`src/rtl/inst_mem_loader.sv`:
```
// Instruction memory loader: packs a big-endian byte stream into 32-bit words,
// drives the memory write port, and stalls fetch until the program image is loaded.
module inst_mem_loader #(
  parameter int DATA_SIZE = 32,
  parameter int MEM_SIZE  = 1000
) (
  input  logic                 clk,
  input  logic                 rst,
  input  logic                 ld_start,
  input  logic                 ld_valid,
  input  logic [7:0]           ld_byte,
  input  logic                 ld_last,
  output logic                 ld_ready,
  output logic                 mem_we,
  output logic [31:0]          mem_waddr,
  output logic [DATA_SIZE-1:0] mem_wdata,
  input  logic [31:0]          fetch_addr,
  output logic [31:0]          mem_raddr,
  output logic                 fetch_stall,
  output logic                 fetch_err,
  output logic                 load_done,
  output logic                 overflow,
  output logic [31:0]          words_loaded
);

  typedef enum logic [1:0] {S_IDLE, S_LOAD, S_DONE, S_RUN} state_t;

  state_t               r_state;
  logic                 r_ld_ready;
  logic                 r_mem_we;
  logic [31:0]          r_mem_waddr;
  logic [DATA_SIZE-1:0] r_mem_wdata;
  logic                 r_fetch_stall;
  logic                 r_load_done;
  logic                 r_overflow;
  logic [31:0]          r_ptr;
  logic [1:0]           r_byte_cnt;
  logic [DATA_SIZE-1:0] r_word;

  logic [DATA_SIZE-1:0] w_byte_placed;
  logic [DATA_SIZE-1:0] w_packed;
  logic                 w_word_end;
  logic                 w_mem_full;

  // Byte k of a word lands in bits [31-8k:24-8k]; the incoming byte is merged
  // with the partial word so the write carries it without an extra cycle.
  assign w_byte_placed = {ld_byte, 24'd0} >> {r_byte_cnt, 3'b000};
  assign w_packed      = r_word | w_byte_placed;
  assign w_word_end    = (r_byte_cnt == 2'd3) || ld_last;
  assign w_mem_full    = (r_ptr == 32'(MEM_SIZE));

  always_ff @(posedge clk or posedge rst) begin
    if (rst) begin
      r_state       <= S_IDLE;
      r_ld_ready    <= 1'b0;
      r_mem_we      <= 1'b0;
      r_mem_waddr   <= '0;
      r_mem_wdata   <= '0;
      r_fetch_stall <= 1'b1;
      r_load_done   <= 1'b0;
      r_overflow    <= 1'b0;
      r_ptr         <= '0;
      r_byte_cnt    <= '0;
      r_word        <= '0;
    end else begin
      r_mem_we <= 1'b0;
      case (r_state)
        S_IDLE, S_RUN: begin
          if (ld_start) begin
            r_state       <= S_LOAD;
            r_ld_ready    <= 1'b1;
            r_fetch_stall <= 1'b1;
            r_load_done   <= 1'b0;
            r_overflow    <= 1'b0;
            r_ptr         <= '0;
            r_byte_cnt    <= '0;
            r_word        <= '0;
          end
        end
        S_LOAD: begin
          if (ld_valid && r_ld_ready) begin
            if (w_mem_full) begin
              r_overflow <= 1'b1;
            end else if (w_word_end) begin
              r_mem_we    <= 1'b1;
              r_mem_waddr <= r_ptr;
              r_mem_wdata <= w_packed;
              r_ptr       <= r_ptr + 32'd1;
            end
            r_byte_cnt <= w_word_end ? 2'd0 : r_byte_cnt + 2'd1;
            r_word     <= w_word_end ? '0 : w_packed;
            if (ld_last) begin
              r_state    <= S_DONE;
              r_ld_ready <= 1'b0;
            end
          end
        end
        S_DONE: begin
          r_state       <= S_RUN;
          r_fetch_stall <= 1'b0;
          r_load_done   <= 1'b1;
        end
        default: r_state <= S_IDLE;
      endcase
    end
  end

  assign ld_ready     = r_ld_ready;
  assign mem_we       = r_mem_we;
  assign mem_waddr    = r_mem_waddr;
  assign mem_wdata    = r_mem_wdata;
  assign fetch_stall  = r_fetch_stall;
  assign load_done    = r_load_done;
  assign overflow     = r_overflow;
  assign words_loaded = r_ptr;

  assign mem_raddr = {2'b00, fetch_addr[31:2]};
  assign fetch_err = r_load_done &&
                     ((fetch_addr[1:0] != 2'b00) || ({2'b00, fetch_addr[31:2]} >= r_ptr));

endmodule

```
`config.mk`:
```
export PLATFORM = sky130hd
export DESIGN_NAME = inst_mem_loader
export DESIGN_NICKNAME = d
export VERILOG_FILES = /design/src/rtl/inst_mem_loader.sv
export SDC_FILE = /design/constraint.sdc
export NUM_CORES = 1
export LEC_CHECK = 0
export ABC_AREA = 1
export BUFFER_PORTS_ARGS = -buffer_cell sky130_fd_sc_hd__clkbuf_2
export CAP_MARGIN = 15
export CELL_PAD_IN_SITES_DETAIL_PLACEMENT = 1
export CELL_PAD_IN_SITES_GLOBAL_PLACEMENT = 2
export CORE_AREA = 2 2 168 170
export DETAILED_ROUTE_END_ITERATION = 10
export DIE_AREA = 0 0 170 172
export GPL_ROUTABILITY_DRIVEN = 0
export PLACE_DENSITY_LB_ADDON = 0.25
export SLEW_MARGIN = 20
export SYNTH_ARGS = -nofsm -noshare
export SYNTH_HDL_FRONTEND = slang
export SYNTH_SLANG_ARGS = --single-unit
```
`constraint.sdc`:
```
create_clock -name clk -period 4 [get_ports clk]
set_input_delay 0.2 -clock clk [delete_from_list [all_inputs] [get_ports clk]]
set_output_delay 0.2 -clock clk [all_outputs]
set_load 0.01 [all_outputs]
```
Word level (Yosys, flattened, before mapping)
Cells that the tools add are included.
- register bits: 137
- bits of input ports: 45
- output and inout port bits: 134
- logic and storage cells: 74
- add/subtract/negate cells: 2
- $lt $le $gt $ge: 1
- eq/ne operators: 11
- shift-type cells: 1
- mux-type cells: 30
- bitwise operators: 2
- reduce and logical (&&, ||, !) cells: 16
- operators with widths (operator ; number):
    $mux W32 ; 6
    $pmux W32 S2 ; 2
    $add A32 B1 Y32 const B ; 1
    $eq A32 B10 Y1 const B ; 1
    $ge A30 B32 Y1 ; 1
    $or A32 B32 Y32 ; 1
    $shr A32 B5 Y32 ; 1
    $mux W2 ; 6
    $ne A2 B2 Y1 const B ; 6
    $reduce_and A4 Y1 ; 3
    $mux W1 ; 10
    $pmux W1 S2 ; 4
    $eq A2 B2 Y1 const B ; 3
    $pmux W2 S3 ; 1
    $reduce_and A3 Y1 ; 2
    $reduce_bool A2 Y1 ; 3
    $reduce_and A5 Y1 ; 1
    $pmux W2 S2 ; 1
    $add A2 B1 Y2 const B ; 1
    $eq A2 B1 Y1 const B ; 1
    $logic_and A1 B1 Y1 ; 2
    $logic_not A2 Y1 ; 1
    $logic_or A1 B1 Y1 ; 2
    $reduce_and A2 Y1 ; 1
    2 further kinds ; 2

Depth between registers and ports, before layout
Gate-level depths: netlist of run 1.
- depth after elaboration: 6
- gate-level depth with buffers: 13
- gate-level depth less buffers: 13

Least setup slack after synthesis of run 1
No wires, ideal clock.
- path type: register to register
- start: register r_state[1]
- end: register r_ptr[15], in the netlist words_loaded[15]
- setup time: 118 ps
- arrival time: 1659 ps
- data required time: 3882 ps
- slack: 2223 ps
- stages on the path, launching flop included: 12
- buffers on the path: 1
- clock period less this slack: 1777 ps
- cells stage by stage: dfrtp_1 -> inv_1 -> ha_1 -> inv_2 -> or2_1 -> nor2_4 -> nor2_8 -> nand2_1 -> nand2_2 -> buf_6 -> nand3_1 -> nand2_1
- word-level cells in the longest chain between the ends: 4
- elaborated cells on any way between the ends: 11
- classes of those cells: eq/ne (6); mux (1); reduce/logical (4)
- RTL lines (element ; RTL line ; text):
    start, declared ; 28 ; state_t r_state;
    start signal, assigned ; 54 ; r_state <= S_IDLE;
    start signal, assigned ; 70 ; r_state <= S_LOAD;
    start signal, assigned ; 93 ; r_state <= S_DONE;
    $eq A2 B2 Y1 / $logic_not A2 Y1 (equally long branches) ; 67 ; case (r_state)
    $reduce_or A2 Y1 ; 67 ;
    $ne A2 B2 Y1 (no source line) / $reduce_bool A2 Y1 (equally long branches) ; - ;
    $reduce_and A5 Y1 (no source line) ; - ;
    end signal, assigned ; 88 ; r_ptr <= r_ptr + 32'd1;
    end, declared ; 36 ; logic [31:0] r_ptr;
Several ways; a longest one is shown, not always the timed one.
A chain may end at the register's enable or synchronous reset.

Final worst setup path of run 1
- start: register r_ptr[27], in the netlist words_loaded[27]
- end: register r_mem_waddr[19], in the netlist mem_waddr[19]
- word-level cells in the longest chain between the ends: 3
- RTL lines (element ; RTL line ; text):
    $eq A32 B10 Y1 ; 50 ; assign w_mem_full = (r_ptr == 32'(MEM_SIZE));
    $not A1 Y1 (no source line) ; - ;
    $reduce_and A4 Y1 (no source line) ; - ;
    end signal, assigned ; 86 ; r_mem_waddr <= r_ptr;
    end, declared ; 31 ; logic [31:0] r_mem_waddr;
No other way between the ends.

==> run_results.csv, run 1 <==
group,metric,value,unit
detailed_routing,viasPerCell,4.62,
setup_path,critPathBufInv,2,
timing,rsz0062_at_grt,"false",
timing,period_minus_slack,2700,ps
cts,cts-buffers-inserted,17,
setup_path,crit_end,"mem_waddr[19]",
run_status,outcome,"finished, final reports clean",
die,io_pins,179,
setup_path,reg2regPathDepth,9,
cts,cts.clk_slew.worst_paths,80,ps
timing,slew_headroom,36.2,%
setup_path,crit_type,"reg2reg",
timing,slew_violations,0,
cells_and_area,fillers,3409,
cells_and_area,drive_above_1_share,20.8,%
setup_path,cp.arrival,3000,ps
synth,synth_top_area_share,44.9,%
pwr,p_sw_share,43.1,%
die,dieArea,29200,um2
pwr,p_switching,2.36,mW
pwr,pwr-share-seq,34.8,%
cts,clock_path_buffers,2,
pwr,p_int,3.12,mW
timing,maxClockFrequency,0.370,GHz
pwr,p_leak,4.54,nW
setup_path,cp-start-kind,"flip-flop",
synth,ys_seq_area_share,45.2,%
cells_and_area,fin_area,9150,um2
flow_run,cap_violations,0,
placement,postPlaceCellArea,8530,um2
grt,grt_max_degree,83,
timing,setup_viol,0,
pwr,ir_worst_vdd,0.322,mV
timing,fin_tns_setup,0,ps
setup_path,r2r_end,"mem_waddr[19]",
setup_path,max_stage_delay,580,ps
die,die_h,172,um
pwr,power.density,598,nW/um2
detailed_routing,final_antenna_net_count,0,
setup_path,worstPathMaxFanout,71,
cts,postCtsResizedCells,0,
cts,root_buffer,"clkbuf_16",
placement,dp.final_hpwl,18100,um
setup_path,cp-end-kind,"flip-flop",
grt,grt_pass1_wl,39200,um
timing,skew,16.8,ps
setup_path,path_depth,9,
cells_and_area,fin_nets,1204,
cts,postCtsSetupBuffers,0,
detailed_routing,wl,24700,um
cells_and_area,diodes,0,
setup_path,ff2ff_setup_slack,1300,ps
synth,synthTopCellsByArea,"dfrtp_1 45%, nand2_1 14%, ha_1 5.9%, nor2_1 5.6%, inv_1 4.5%",
cells_and_area,mostFrequentLayoutCells,"277 x nand2_1, 176 x clkbuf_2, 136 x dfrtp_1",
setup_path,cpLargestDelayFamily,"simple AND/OR/NAND/NOR gates",
detailed_routing,drtIter0Drc,267,
grt,grt_usage,17.4,%
synth,synthesis.area,7590,um2
cells_and_area,final_common_cell,"nand2_1",
pwr,power_frac_comb,35.1,%
cts,clock_latency,440,ps
grt,grt_overflow,0,
detailed_routing,drc_errors,0,
grt,grt_pass1_vias,6991,
timing,fin_crit_sh,67.6,%
setup_path,cpMostUsedCell,"nand2_1",
cts,holdBufCountCts,1,
cells_and_area,multi_input_comb_area,3350,um2
cts,cts.sinks,137,
setup_path,cp_slowest_cell,"nand2_4",
detailed_routing,num_vias,6848,
synth,synth_top_area_cell,"dfrtp_1",
setup_path,r2r_start,"words_loaded[27]",
placement,io_buffers,176,
timing,tightest_slew,954,ps
worst_hold_path,min-delay-path-class,"in2reg",
die,chipWidth,170,um
grt,antenna_found_initial,0,
cells_and_area,area_delta_synth_final,20.6,%
synth,ys.warnings.count,0,
detailed_routing,first_pass_iters,4,
synth,synth_cell_types,34,
setup_path,crit_chain,"inv_1 -> nand2_1 -> nor3_1 -> nand2_1 -> nor2_1 -> nand2_2 -> nand2_4 -> buf_4 -> o21ai_0",
detailed_routing,wire_per_inst,16.7,um
die,fp-row-count,61,
cts,cts_tree,"built",
die,core,27500,um2
synth,syn_inst,986,
worst_hold_path,worstHoldStart,"ld_byte[1]",
synth,ys_ff_latch,137,
setup_path,crit_required,4300,ps
cells_and_area,final-seq-area,3430,um2
pwr,power.share.clock,30.0,%
setup_path,critPathLaunch,"words_loaded[27]",
synth,syn_area_per_cell,7.70,um2
timing,finalHoldViolCount,0,
cts,htree_levels,4,
die,start_util,27.6,%
==> cell usage after synthesis <==
| library cell | instances |
|---|---|
| o21ai_1 | 25 |
| inv_1 | 90 |
| clkinv_1 | 2 |
| buf_2 | 7 |
| o21ai_0 | 58 |
| nand2_2 | 3 |
| nand4_1 | 16 |
| a211oi_1 | 5 |
| nor3_1 | 20 |
| dfstp_2 | 1 |
| a31oi_1 | 8 |
| conb_1 | 1 |
| buf_6 | 4 |
| buf_1 | 3 |
| a21o_1 | 1 |
| ha_1 | 36 |
| o21a_1 | 3 |
| clkbuf_1 | 13 |
| nor4_1 | 1 |
| xor2_1 | 12 |
| nor2_1 | 113 |
| or2_1 | 1 |
| nor2_2 | 1 |
| dfrtp_1 | 136 |
| nor2_8 | 1 |
| inv_2 | 6 |
| buf_4 | 41 |
| o21ai_4 | 1 |
| a21oi_1 | 29 |
| nor2_4 | 1 |
| and3_1 | 1 |
| or2_2 | 4 |
| nand3_1 | 64 |
| nand2_1 | 278 |
==> area by class of cell <==
| cell class | instances | area share [%] |
|---|---|---|
| multi-input combinational | 684 | 36.6 |
| inverter | 98 | 4.07 |
| timing repair buffer | 185 | 10.4 |
| clock buffer | 17 | 4.65 |
| sequential | 137 | 37.5 |
| clock inverter | 15 | 2.06 |
| tap | 346 | 4.73 |
==> metal layers <==
layer  part of all wire, %  up-vias  wire length (um)  GRT usage, %
met3                   4.0       28               982          3.57
li1                      -     3411                 -             -
met4                   1.5        0               383          4.65
met5                     0        -                 0             0
met1                    46     3267             11500          22.3
met2                    48      142             11900          30.0
==> metrics by stage <==
stage / setup WS, ps / hold WS [ps] / total power [mW] / util (%) / instances
6_report: 1300 / 100 / 5.48 / 33.3 / 1482
5_1_grt: 976 / 107 / 5.93 / 33.3 / 1482
4_1_cts: 1220 / 83.4 / 5.59 / 33.3 / 1482
3_5_place_dp: 1240 / 434 / 3.92 / 31.0 / 1449
3_3_place_gp: 1280 / 434 / 3.88 / 31.0 / 1449
2_1_floorplan: 134 / 362 / 3.29 / - / 987
==> worst min path at each step <==
stage	end	cells past startpoint
CTS	r_word[17]	3
global route	r_word[23]	3
floorplan	r_word[16]	2
finish	r_word[17]	3
global placement	mem_waddr[26]	2
detailed placement	mem_waddr[26]	2
==> power groups by stage <==
stage | Combinational (mW) | Clock (mW) | Sequential (mW)
after floorplan | 1.31 | 0 | 1.98
after global placement | 1.95 | 0 | 1.93
after detailed placement | 1.99 | 0 | 1.93
after CTS | 1.99 | 1.69 | 1.91
after global routing | 2.23 | 1.75 | 1.95
final | 1.92 | 1.65 | 1.91
==> state kept, by name, indices dropped and copies added (netlist names) <==
| register | cells |
|---|---|
| mem_waddr | 32 |
| fetch_stall | 1 |
| words_loaded | 32 |
| mem_we | 1 |
| ld_ready | 1 |
| overflow | 1 |
| mem_wdata | 32 |
| r_state | 2 |
| r_byte_cnt | 2 |
| r_word | 32 |
| load_done | 1 |
==> worst min-delay path: cells and delay by family <==
| kind | cells | cell delay [ps] |
|---|---|---|
| buffers and inverters | 1 | 140 |
| and+or+nand+nor | 1 | 110 |
| AOI/OAI and AO/OA | 1 | 60 |
==> logic make-up after synthesis <==
kind of cell	count (synthesis)	synth area share [%]
DFF	137	45.2
and+or+nand+nor	504	27.5
AOI/OAI and AO/OA	130	9.15
other	1	0.0494
xor gates and xnor gates	12	1.39
adders and majority gates	36	5.94
buffers and inverters	166	10.8
Note: power is estimated with default switching activity, not from simulation.
==> inputs of run 2 (changes only) <==
clock period = 2.2 ns   (was 4 ns; I/O delays follow)
==> run 2 against run 1 <==
  * Utilization increased by 2.9 points
  * First-iteration DRC count increased by 7.5%
  * Wire length is 4.0% higher
  * Critical path type is now reg2out
  * Global-route usage increased by 0.44 points
  * Via count increased by 3.8%
  * Cell count grew 4.7%
  * Combinational power rose by 100%
==> run_results.csv, run 2 (synthesized netlist as in run 1, its figures left out) <==
group,metric,value,unit
run_status,outcome,"finished, final reports clean",
timing,slew_violations,0,
grt,antenna_found_initial,0,
setup_path,crit_chain,"inv_2 -> ha_4 -> a21oi_2 -> nor2_2 -> nor2_1 -> nand3_2 -> nand2_1 -> nand2_1 -> nand2_1 -> a21oi_2 -> buf_2",
detailed_routing,drtIter0Drc,287,
cells_and_area,area_delta_synth_final,31.1,%
timing,tightest_slew,711,ps
grt,grt_pass1_wl,40200,um
timing,finalHoldViolCount,0,
pwr,p_int,5.95,mW
die,fp-row-count,61,
pwr,p_sw_share,42.1,%
pwr,power.share.clock,28.4,%
worst_hold_path,min-delay-path-class,"in2reg",
pwr,p_switching,4.32,mW
grt,grt_max_degree,55,
cells_and_area,fin_nets,1274,
detailed_routing,num_vias,7110,
die,core,27500,um2
die,dieArea,29200,um2
setup_path,cp_slowest_cell,"dfrtp_1",
pwr,power.density,1030,nW/um2
timing,maxClockFrequency,0.455,GHz
timing,slew_headroom,52.5,%
timing,period_minus_slack,2200,ps
detailed_routing,wl,25700,um
die,chipWidth,170,um
detailed_routing,final_antenna_net_count,0,
setup_path,critPathBufInv,2,
detailed_routing,viasPerCell,4.58,
timing,skew,13.0,ps
timing,whs,23.1,ps
cts,htree_levels,4,
placement,dp.final_hpwl,19000,um
setup_path,crit_required,2090,ps
cts,cts.clk_slew.worst_paths,70,ps
pwr,p_leak,4.92,nW
setup_path,cp.arrival,2090,ps
timing,rsz0062_at_grt,"true",
setup_path,cpMostUsedCell,"nand2_1",
timing,fin_tns_setup,0,ps
pwr,ir_worst_vdd,0.690,mV
timing,fin_crit_sh,99.8,%
grt,grt_overflow,0,
detailed_routing,drc_errors,0,
setup_path,worstPathMaxFanout,3,
pwr,power_frac_comb,37.6,%
detailed_routing,first_pass_iters,4,
cells_and_area,final_common_cell,"nand2_1",
placement,io_buffers,176,
setup_path,crit_type,"reg2out",
cts,cts_tree,"built",
cells_and_area,drive_above_1_share,29.1,%
die,io_pins,179,
cts,cts-buffers-inserted,17,
grt,grt_usage,17.9,%
cts,clock_path_buffers,2,
cts,root_buffer,"clkbuf_16",
setup_path,cp-start-kind,"flip-flop",
cells_and_area,diodes,0,
grt,grt_pass1_vias,7249,
cells_and_area,mostFrequentLayoutCells,"273 x nand2_1, 175 x clkbuf_2, 121 x dfrtp_1",
die,start_util,27.6,%
cells_and_area,fillers,3402,
setup_path,cp-end-kind,"primary output",
detailed_routing,wire_per_inst,16.6,um
pwr,pwr-share-seq,33.9,%
setup_path,cpLargestDelayFamily,"simple AND/OR/NAND/NOR gates",
cts,cts.sinks,137,
flow_run,cap_violations,0,
cts,clock_latency,430,ps
die,die_h,172,um
setup_path,max_stage_delay,400,ps
timing,setup_viol,0,
-- run 2: through the flow --
| stage | power (mW) | std cells | instance area, um2 | setup slack, ps | utilization, % |
|---|---|---|---|---|---|
| final | 10.3 | 1552 | 9950 | 4.38 | 36.2 |
| after global routing | 11.1 | 1552 | 9950 | -125 | 36.2 |
| after CTS | 10.4 | 1531 | 9640 | 0.163 | 35.1 |
| after detailed placement | 7.42 | 1483 | 8870 | 176 | 32.3 |
| after global placement | 7.36 | 1483 | 8870 | 185 | 32.3 |
| after floorplan | 5.98 | 987 | 7590 | 384 | - |
-- run 2: final cells by class --
type	count	area [um2]	share of cell area, %
multi-input cells	684	3520	35.3
flip-flops and latches	137	3450	34.7
repair buffers	255	1580	15.9
well taps	346	433	4.35
clock buffers	17	425	4.28
inverters	98	377	3.79
clock inverters	15	170	1.71
-- run 2: worst register-to-register path: cells and delay by family, from the launching register on --
kind	cells	cell delay [ps]
buffers and inverters	3	480
DFF	1	380
AOI/OAI and AO/OA	1	140
and+or+nand+nor	6	870
-- run 2: per-layer routing --
layer | track usage (%) | part of all wire [%]
met1 | 22.7 | 46
met2 | 31.5 | 49
met3 | 3.27 | 3.4
met4 | 4.46 | 1.2
met5 | 0 | 0
-- run 2: what timing repair did --
action	CTS	global route
buffers inserted	14	21
hold buffers	2	0
hold endpoints to repair	21	0
resized for setup	24	32
pin swaps	1	10
endpoints found under the setup margin	1	26
-- run 2: power groups by stage --
stage	clock network [mW]	logic, mW	registers (mW)
floorplan	0	2.38	3.61
global placement	0	3.82	3.54
finish	2.92	3.87	3.49
detailed placement	0	3.88	3.54
CTS	3.03	3.92	3.50
global route	3.13	4.36	3.58
-- run 2: path summary, 6_finish.rpt --
check                                 from       endpoint  slack (ps)  depth (start not counted)
max in group asynchronous              rst    fetch_stall        1130                          4
max reg2reg                words_loaded[7]  mem_waddr[13]         210                         10
max                        words_loaded[5]      fetch_err           4                         11
min                             ld_byte[5]     r_word[21]          20                          3
min reg2reg                  mem_wdata[11]  mem_wdata[11]         480                          2
min in group asynchronous              rst  mem_waddr[28]         330                          3
